<file path="src/rtl/aes128_word_stream_ctrl.sv">
`default_nettype none
// ============================================================================
// Module : aes128_word_stream_ctrl
// Assembles 32-bit key/plaintext words for aes128_encrypt_top, waits out the
// core latency, then serialises the ciphertext as four output words.
// Rev    : 1.0
// ============================================================================
module aes128_word_stream_ctrl #(
  parameter int CORE_LATENCY = 12
) (
  input  logic        clk,
  input  logic        reset,
  input  logic        s_valid,
  output logic        s_ready,
  input  logic [31:0] s_data,
  input  logic        s_key,
  output logic [31:0] key_0,
  output logic [31:0] key_1,
  output logic [31:0] key_2,
  output logic [31:0] key_3,
  output logic [31:0] plain_text_0,
  output logic [31:0] plain_text_1,
  output logic [31:0] plain_text_2,
  output logic [31:0] plain_text_3,
  input  logic [31:0] cipher_text_0,
  input  logic [31:0] cipher_text_1,
  input  logic [31:0] cipher_text_2,
  input  logic [31:0] cipher_text_3,
  output logic        m_valid,
  input  logic        m_ready,
  output logic [31:0] m_data,
  output logic        m_last,
  output logic        busy,
  output logic        err
);

  typedef enum logic [1:0] {
    ST_LOAD = 2'd0,
    ST_WAIT = 2'd1,
    ST_OUT  = 2'd2
  } state_t;

  localparam logic [7:0] LAT_LAST = 8'(CORE_LATENCY - 1);

  state_t      r_state, w_next_state;
  logic [1:0]  r_key_cnt, r_pt_cnt, r_out_cnt;
  logic        r_key_loaded;
  logic [7:0]  r_lat_cnt;
  logic [95:0] r_cipher;  // words 2..0; word 3 goes straight to m_data
  logic        w_s_fire, w_pt_ok, w_pt_last;

  assign s_ready   = (r_state == ST_LOAD);
  assign busy      = (r_state != ST_LOAD);
  assign w_s_fire  = s_valid & s_ready;
  assign w_pt_ok   = r_key_loaded & (r_key_cnt == 2'd0);
  assign w_pt_last = w_s_fire & ~s_key & w_pt_ok & (r_pt_cnt == 2'd3);

  always_ff @(posedge clk) begin
    if (reset) r_state <= ST_LOAD;
    else       r_state <= w_next_state;
  end

  always_comb begin
    w_next_state = r_state;
    case (r_state)
      ST_LOAD: if (w_pt_last) w_next_state = ST_WAIT;
      ST_WAIT: if (r_lat_cnt == LAT_LAST) w_next_state = ST_OUT;
      ST_OUT:  if (m_valid && m_ready && r_out_cnt == 2'd3) w_next_state = ST_LOAD;
      default: w_next_state = ST_LOAD;
    endcase
  end

  always_ff @(posedge clk) begin
    if (reset) begin
      r_key_cnt    <= 2'd0;
      r_pt_cnt     <= 2'd0;
      r_out_cnt    <= 2'd0;
      r_key_loaded <= 1'b0;
      r_lat_cnt    <= 8'd0;
      r_cipher     <= 96'd0;
      key_0        <= 32'd0;
      key_1        <= 32'd0;
      key_2        <= 32'd0;
      key_3        <= 32'd0;
      plain_text_0 <= 32'd0;
      plain_text_1 <= 32'd0;
      plain_text_2 <= 32'd0;
      plain_text_3 <= 32'd0;
      m_valid      <= 1'b0;
      m_data       <= 32'd0;
      m_last       <= 1'b0;
      err          <= 1'b0;
    end else begin
      case (r_state)
        ST_LOAD: begin
          if (w_s_fire) begin
            if (s_key) begin
              // Key words are only legal between plaintext groups
              if (r_pt_cnt == 2'd0) begin
                case (r_key_cnt)
                  2'd0:    key_3 <= s_data;
                  2'd1:    key_2 <= s_data;
                  2'd2:    key_1 <= s_data;
                  default: key_0 <= s_data;
                endcase
                if (r_key_cnt == 2'd0) r_key_loaded <= 1'b0;
                if (r_key_cnt == 2'd3) r_key_loaded <= 1'b1;
                r_key_cnt <= r_key_cnt + 2'd1;
              end else begin
                err <= 1'b1;
              end
            end else if (!w_pt_ok) begin
              err <= 1'b1;
            end else begin
              case (r_pt_cnt)
                2'd0:    plain_text_3 <= s_data;
                2'd1:    plain_text_2 <= s_data;
                2'd2:    plain_text_1 <= s_data;
                default: plain_text_0 <= s_data;
              endcase
              r_pt_cnt <= r_pt_cnt + 2'd1;
              if (r_pt_cnt == 2'd3) r_lat_cnt <= 8'd0;
            end
          end
        end
        ST_WAIT: begin
          r_lat_cnt <= r_lat_cnt + 8'd1;
          if (r_lat_cnt == LAT_LAST) begin
            r_cipher  <= {cipher_text_2, cipher_text_1, cipher_text_0};
            m_valid   <= 1'b1;
            m_data    <= cipher_text_3;
            m_last    <= 1'b0;
            r_out_cnt <= 2'd0;
          end
        end
        ST_OUT: begin
          if (m_valid && m_ready) begin
            if (r_out_cnt == 2'd3) begin
              m_valid   <= 1'b0;
              m_data    <= 32'd0;
              m_last    <= 1'b0;
              r_out_cnt <= 2'd0;
            end else begin
              r_out_cnt <= r_out_cnt + 2'd1;
              m_last    <= (r_out_cnt == 2'd2);
              case (r_out_cnt)
                2'd0:    m_data <= r_cipher[95:64];
                2'd1:    m_data <= r_cipher[63:32];
                default: m_data <= r_cipher[31:0];
              endcase
            end
          end
        end
        default: ;
      endcase
    end
  end

endmodule
`default_nettype wire

</file>
<file path="config.mk">
export PLATFORM = sky130hd
export DESIGN_NAME = aes128_word_stream_ctrl
export DESIGN_NICKNAME = d
export VERILOG_FILES = /design/src/rtl/aes128_word_stream_ctrl.sv
export SDC_FILE = /design/constraint.sdc
export NUM_CORES = 1
export LEC_CHECK = 0
export ABC_AREA = 1
export CORE_MARGIN = 2
export CORE_UTILIZATION = 51
export DETAILED_ROUTE_END_ITERATION = 16
export PLACE_DENSITY = 0.87
export SLEW_MARGIN = 0
export SYNTH_ARGS = -nofsm -noshare
export SYNTH_HDL_FRONTEND = slang
export SYNTH_SLANG_ARGS = --single-unit
export TNS_END_PERCENT = 100
</file>
<file path="constraint.sdc">
create_clock -name clk -period 3.75 [get_ports clk]
set_clock_uncertainty 0.1 [all_clocks]
set_input_delay 0.5625 -clock clk [delete_from_list [all_inputs] [get_ports clk]]
set_output_delay 0.5625 -clock clk [all_outputs]
set_load 0.005 [all_outputs]
</file>
# Yosys cells after proc, flatten, opt, wreduce, memory -nomap -nowiden
# Cells that the tools add are included.
# op_classes
div	0
n_mul	0
n_bitwise	8
shifts	0
mux	31
add_sub_neg	4
eq_ne	23
magnitude_cmp	0
reduce_logical	29
# ops
cell	n
case mux 32 bit (2 select lines)	2
2-to-1 mux 32 bit	3
AND reduction 5 bit	10
2-to-1 mux 8 bit	4
case mux 8 bit (2 select lines)	1
AND reduction 4 bit	4
== test 2 bit (second input constant)	7
inequality test 2 bit (second input constant)	7
2-to-1 mux 2 bit	6
2-to-1 mux 1 bit	11
adder 8 x 1 -> 8 bit (second input constant)	1
== test 2 x 1 -> 1 bit (second input constant)	4
== test 8 x 4 -> 1 bit (second input constant)	1
logical NOT 2 bit	4
inequality test 2 x 1 -> 1 bit (second input constant)	4
nonzero test 2 bit	4
adder 2 x 1 -> 2 bit (second input constant)	3
case mux 2 bit (3 select lines)	1
AND reduction 3 bit	2
OR reduction 3 bit	2
bitwise AND 1 bit	5
case mux 1 bit (2 select lines)	2
case mux 2 bit (2 select lines)	1
inverter 1 bit	3
other kinds (2)	3
# totals
rom_bits	0
output_inout_bits	293
ram_bits	0
n_memories	0
reg_bits	404
input_bits	165
latchBits	0

# Longest topological paths before layout
# depth
word_depth	7
ltp_mapped	12
depth_no_buf	10

# Worst setup path after synthesis
# OpenSTA, ideal clock, no wires.
# synth_timing
path_kind	register to register
from	reg r_key_cnt[0]
to	reg plain_text_3[10]
stages_incl_launch_ff	11
setup_ps	116
synth_period_minus_slack_ps	1709
path_buffers	1
arrival_ps	1493
path_slack_ps	2041
t_required_ps	3534
path_cell_list	dfxtp_1 inv_1 ha_1 nand2_1 nor2_1 inv_1 nor2_8 nand2_2 buf_2 o21ai_0 nor2_1
# synth_via
elab_chain_len	3
# synth_rtl
item	line_no	text
from (decl)	46	logic [1:0] r_key_cnt, r_pt_cnt, r_out_cnt;
from (signal assigned)	108	r_key_cnt <= r_key_cnt + 2'd1;
logical NOT 2 bit	55	assign w_pt_ok = r_key_loaded & (r_key_cnt == 2'd0);
bitwise AND 1 bit	55	
AND reduction 5 bit (no source line)	-	
to (signal assigned)	116	2'd0: plain_text_3 <= s_data;
to (decl)	24	output logic [31:0] plain_text_3,
# No other way between the ends.
# A chain may end at the register's enable or synchronous reset.

# Final worst setup path
# layout_timing
from	reg r_key_cnt[0]
to	reg plain_text_1[0]
# layout_via
elab_chain_len	3
# layout_rtl
item	line_no	text
logical NOT 2 bit	55	
bitwise AND 1 bit	55	
AND reduction 5 bit (no source line)	-	
to (signal assigned)	118	2'd2: plain_text_1 <= s_data;
to (decl)	22	output logic [31:0] plain_text_1,
# No other way between the ends.

==> flow_summary.ini <==
[yosys]
ys_types = 27
netlist_instances = 2121
yosysTopAreaCell = dfxtp_1
syn_area_per_cell_um2 = 7.35
synthesis.area_um2 = 15600
synth-edff-count = 0
async_flop_share_pct = 0
synth-seq-cells = 404
synth.top_cell.area_share_pct = 51.8
synthFlopType = dfxtp_1
synth.yosys.seq_area_share_pct = 51.8
ys.warnings.count = 0
postSynthNetCount = 2301
synth.area.top_cells = dfxtp_1 (52%), nor2_1 (19%), o21ai_0 (8.7%), nand2_1 (6.5%), o21ai_1 (2.9%)

[cts]
cts_max_level = 2
tritoncts = yes
num_cts_buffers = 41
tritoncts_num_sinks = 404
cts.root.buffer_cell = clkbuf_16
post-cts-setup-buffers = 0
clk_latency_ns = 0.53
clk_transition_reported_paths_ns = 0.06
cts_hold_buf = 0
clock_path_buffers = 3
cts_resized = 0

[floorplanning]
core-area_um2 = 30300
die_x_um = 179
initial_core_util_pct = 51.4
fp.dieH_um = 179
fp.dieArea_um2 = 32000
num_rows = 64
io_pins = 458

[route]
firstDrtPassIters = 5
wirelength_mm = 54.1
first_iter_violations = 1560
antenna_violating_nets_post_route = 0
via_per_inst = 5.49
routedWlPerCell_um = 18.5
vias = 16100
post-route-drc-count = 0

[worst_setup_path]
critical-path-top-cell-by-count = nor2_1
critical_path.reg2reg.startpoint = r_key_cnt[0]
critPathKind = reg2reg
slowest_stage = inv_2
worstSetupEndpointType = register
cp.required_ns = 4.12
cp_data_arrival_time_ns = 2.91
rrSetupSlack_ns = 1.21
endpoint_of_the_most_critical_setup_path = plain_text_1[0]
cp_cell_sequence = inv_1, ha_1, nand2_1, nor2_1, inv_1, nor2_8, nand2_4, inv_2, nor2_1, nor2_1
critical_path.startpoint_type = register
ff2ff_path_depth = 10
regToRegEndpoint = plain_text_1[0]
worst-path-max-fanout = 33
critical_path.startpoint = r_key_cnt[0]
max_stage_delay_ns = 0.59

[timing]
worst_pin_slew_ns = 0.946
tcrit_tclk_final_pct = 67.6
timing.fmax_mhz = 394
timing.setup.tns_ns = 0
final_max_slew_viol_count = 0
final_hold_violation_count = 0
rsz_0062_raised_after_global_routing = false
worst_slew_margin_rel_pct = 37.0
setup_viol = 0
finalWorstPathRequiredPeriod_ns = 2.54

[global_route]
grt.total_usage_pct = 32.3
antenna_found_initial = 0
grt_start_max_net_pins = 128
grt_pass1_vias = 15000
first_pass_grt_wire_length_mm = 80.5
globalRoute.totalOverflow = 0

[place]
detailedPlacementHpwl_mm = 36.1
post-place-cells = 2855
routabilityCongestion = 0.930
port-buffer-count = 457

[power]
max-vdd-ir-drop_mv = 0.308
power_per_cell_area_nw_per_um2 = 427
power_leakage_nw = 8.59

[final_layout]
most_common_library_cell_in_the_layout_ignoring_fill_and_taps = nor2_1
layout.cells.most_common_list = nor2_1 (773), clkdlybuf4s50_1 (457), dfxtp_1 (404)
nNetsFinal = 2682
syn_to_final_growth_pct = 37.9
drive_above_1_share_pct = 4.50
diodes = 0
stdcell_count = 2928

[run_status]
outcome = completed

[hold_path]
min_path_type = reg2reg

[flow_run]
timing.max_cap.violations = 0
## layer usage
metal  up-vias  global-route usage, %  routed length, um
li1       7503                      -                  -
met4         0                   17.1               2960
met2       957                   56.1              25800
met3       189                   7.12               5590
met1      7434                   36.9              19800
met5         -                      0                  0
## final cells by class
class                           count  area, um2
Clock buffer                       62       1200
Tap cell                          396        495
Clock inverter                     11        159
Fill cell                        2298       8840
Timing Repair Buffer              476       4740
Sequential cell                   404       8090
Multi-Input combinational cell   1537       6670
Inverter                           42        166
## worst min-delay path by stage
stage / slack (ns) / endpoint / start / cells past startpoint
6_report: 0.38 / key_0[9] / key_0[9] / 2
5_1_grt: 0.40 / plain_text_2[20] / plain_text_2[20] / 2
4_1_cts: 0.38 / key_0[9] / key_0[9] / 2
3_5_place_dp: 0.37 / key_0[9] / key_0[9] / 2
3_3_place_gp: 0.36 / err / err / 2
2_1_floorplan: 0.35 / r_lat_cnt[0] / r_lat_cnt[0] / 1
## worst max-delay path: cells and delay by family, from the launching register on
family	cells	cell delay [ns]
simple gates	6	0.92
flops	1	0.36
buf+inv	3	0.86
fa+ha+maj	1	0.21
## power by group
part	total, W	internal (W)	switching, W
registers	0.00440	0.00436	0.0000412
logic	0.000666	0.000338	0.000328
clock network	0.00413	0.00242	0.00171
## metrics by stage
step	total power, W	util (%)	setup slack (ns)	hold WS (ns)	area (um2)
final	0.00919	70.9	1.21	0.380	21500
after detailed placement	0.00514	66.4	0.891	0.370	20200
after global placement	0.00512	66.4	0.962	0.355	20200
after global routing	0.00943	70.9	1.03	0.403	21500
after CTS	0.00920	70.9	1.20	0.383	21500
after floorplan	0.00472	-	2.04	0.354	15600
## registers in the layout (all words and copies together), names as in the netlist
| signal | cells |
|---|---|
| r_cipher | 96 |
| key_0 | 32 |
| key_1 | 32 |
| key_2 | 32 |
| key_3 | 32 |
| m_data | 32 |
| plain_text_0 | 32 |
| plain_text_1 | 32 |
| plain_text_2 | 32 |
| plain_text_3 | 32 |
| r_lat_cnt | 8 |
| r_key_cnt | 2 |
| r_out_cnt | 2 |
| r_pt_cnt | 2 |
| r_state | 2 |
| err | 1 |
| m_last | 1 |
| m_valid | 1 |
| r_key_loaded | 1 |
## synthesized netlist by cell type (2+ instances only)
| library cell | n |
|---|---|
| o21ai_1 | 90 |
| nand3_2 | 2 |
| a21oi_1 | 25 |
| nor2_1 | 774 |
| inv_1 | 28 |
| buf_2 | 32 |
| nand4_1 | 2 |
| nand3_1 | 42 |
| nor2_4 | 3 |
| o21ai_0 | 271 |
| buf_6 | 8 |
| nand2_1 | 269 |
| dfxtp_1 | 404 |
| nand3b_1 | 25 |
| nand2_2 | 8 |
| ha_1 | 15 |
| clkbuf_1 | 77 |
| nor3_1 | 3 |
| buf_4 | 21 |
| inv_2 | 12 |
| nand2_4 | 4 |
## kinds of logic after synthesis
kind of cell	synth area share (%)
compound gates	12.4
flops	51.8
fa+ha+maj	1.20
buf+inv	5.49
simple gates	29.0
(Power assumes the default switching activity.)
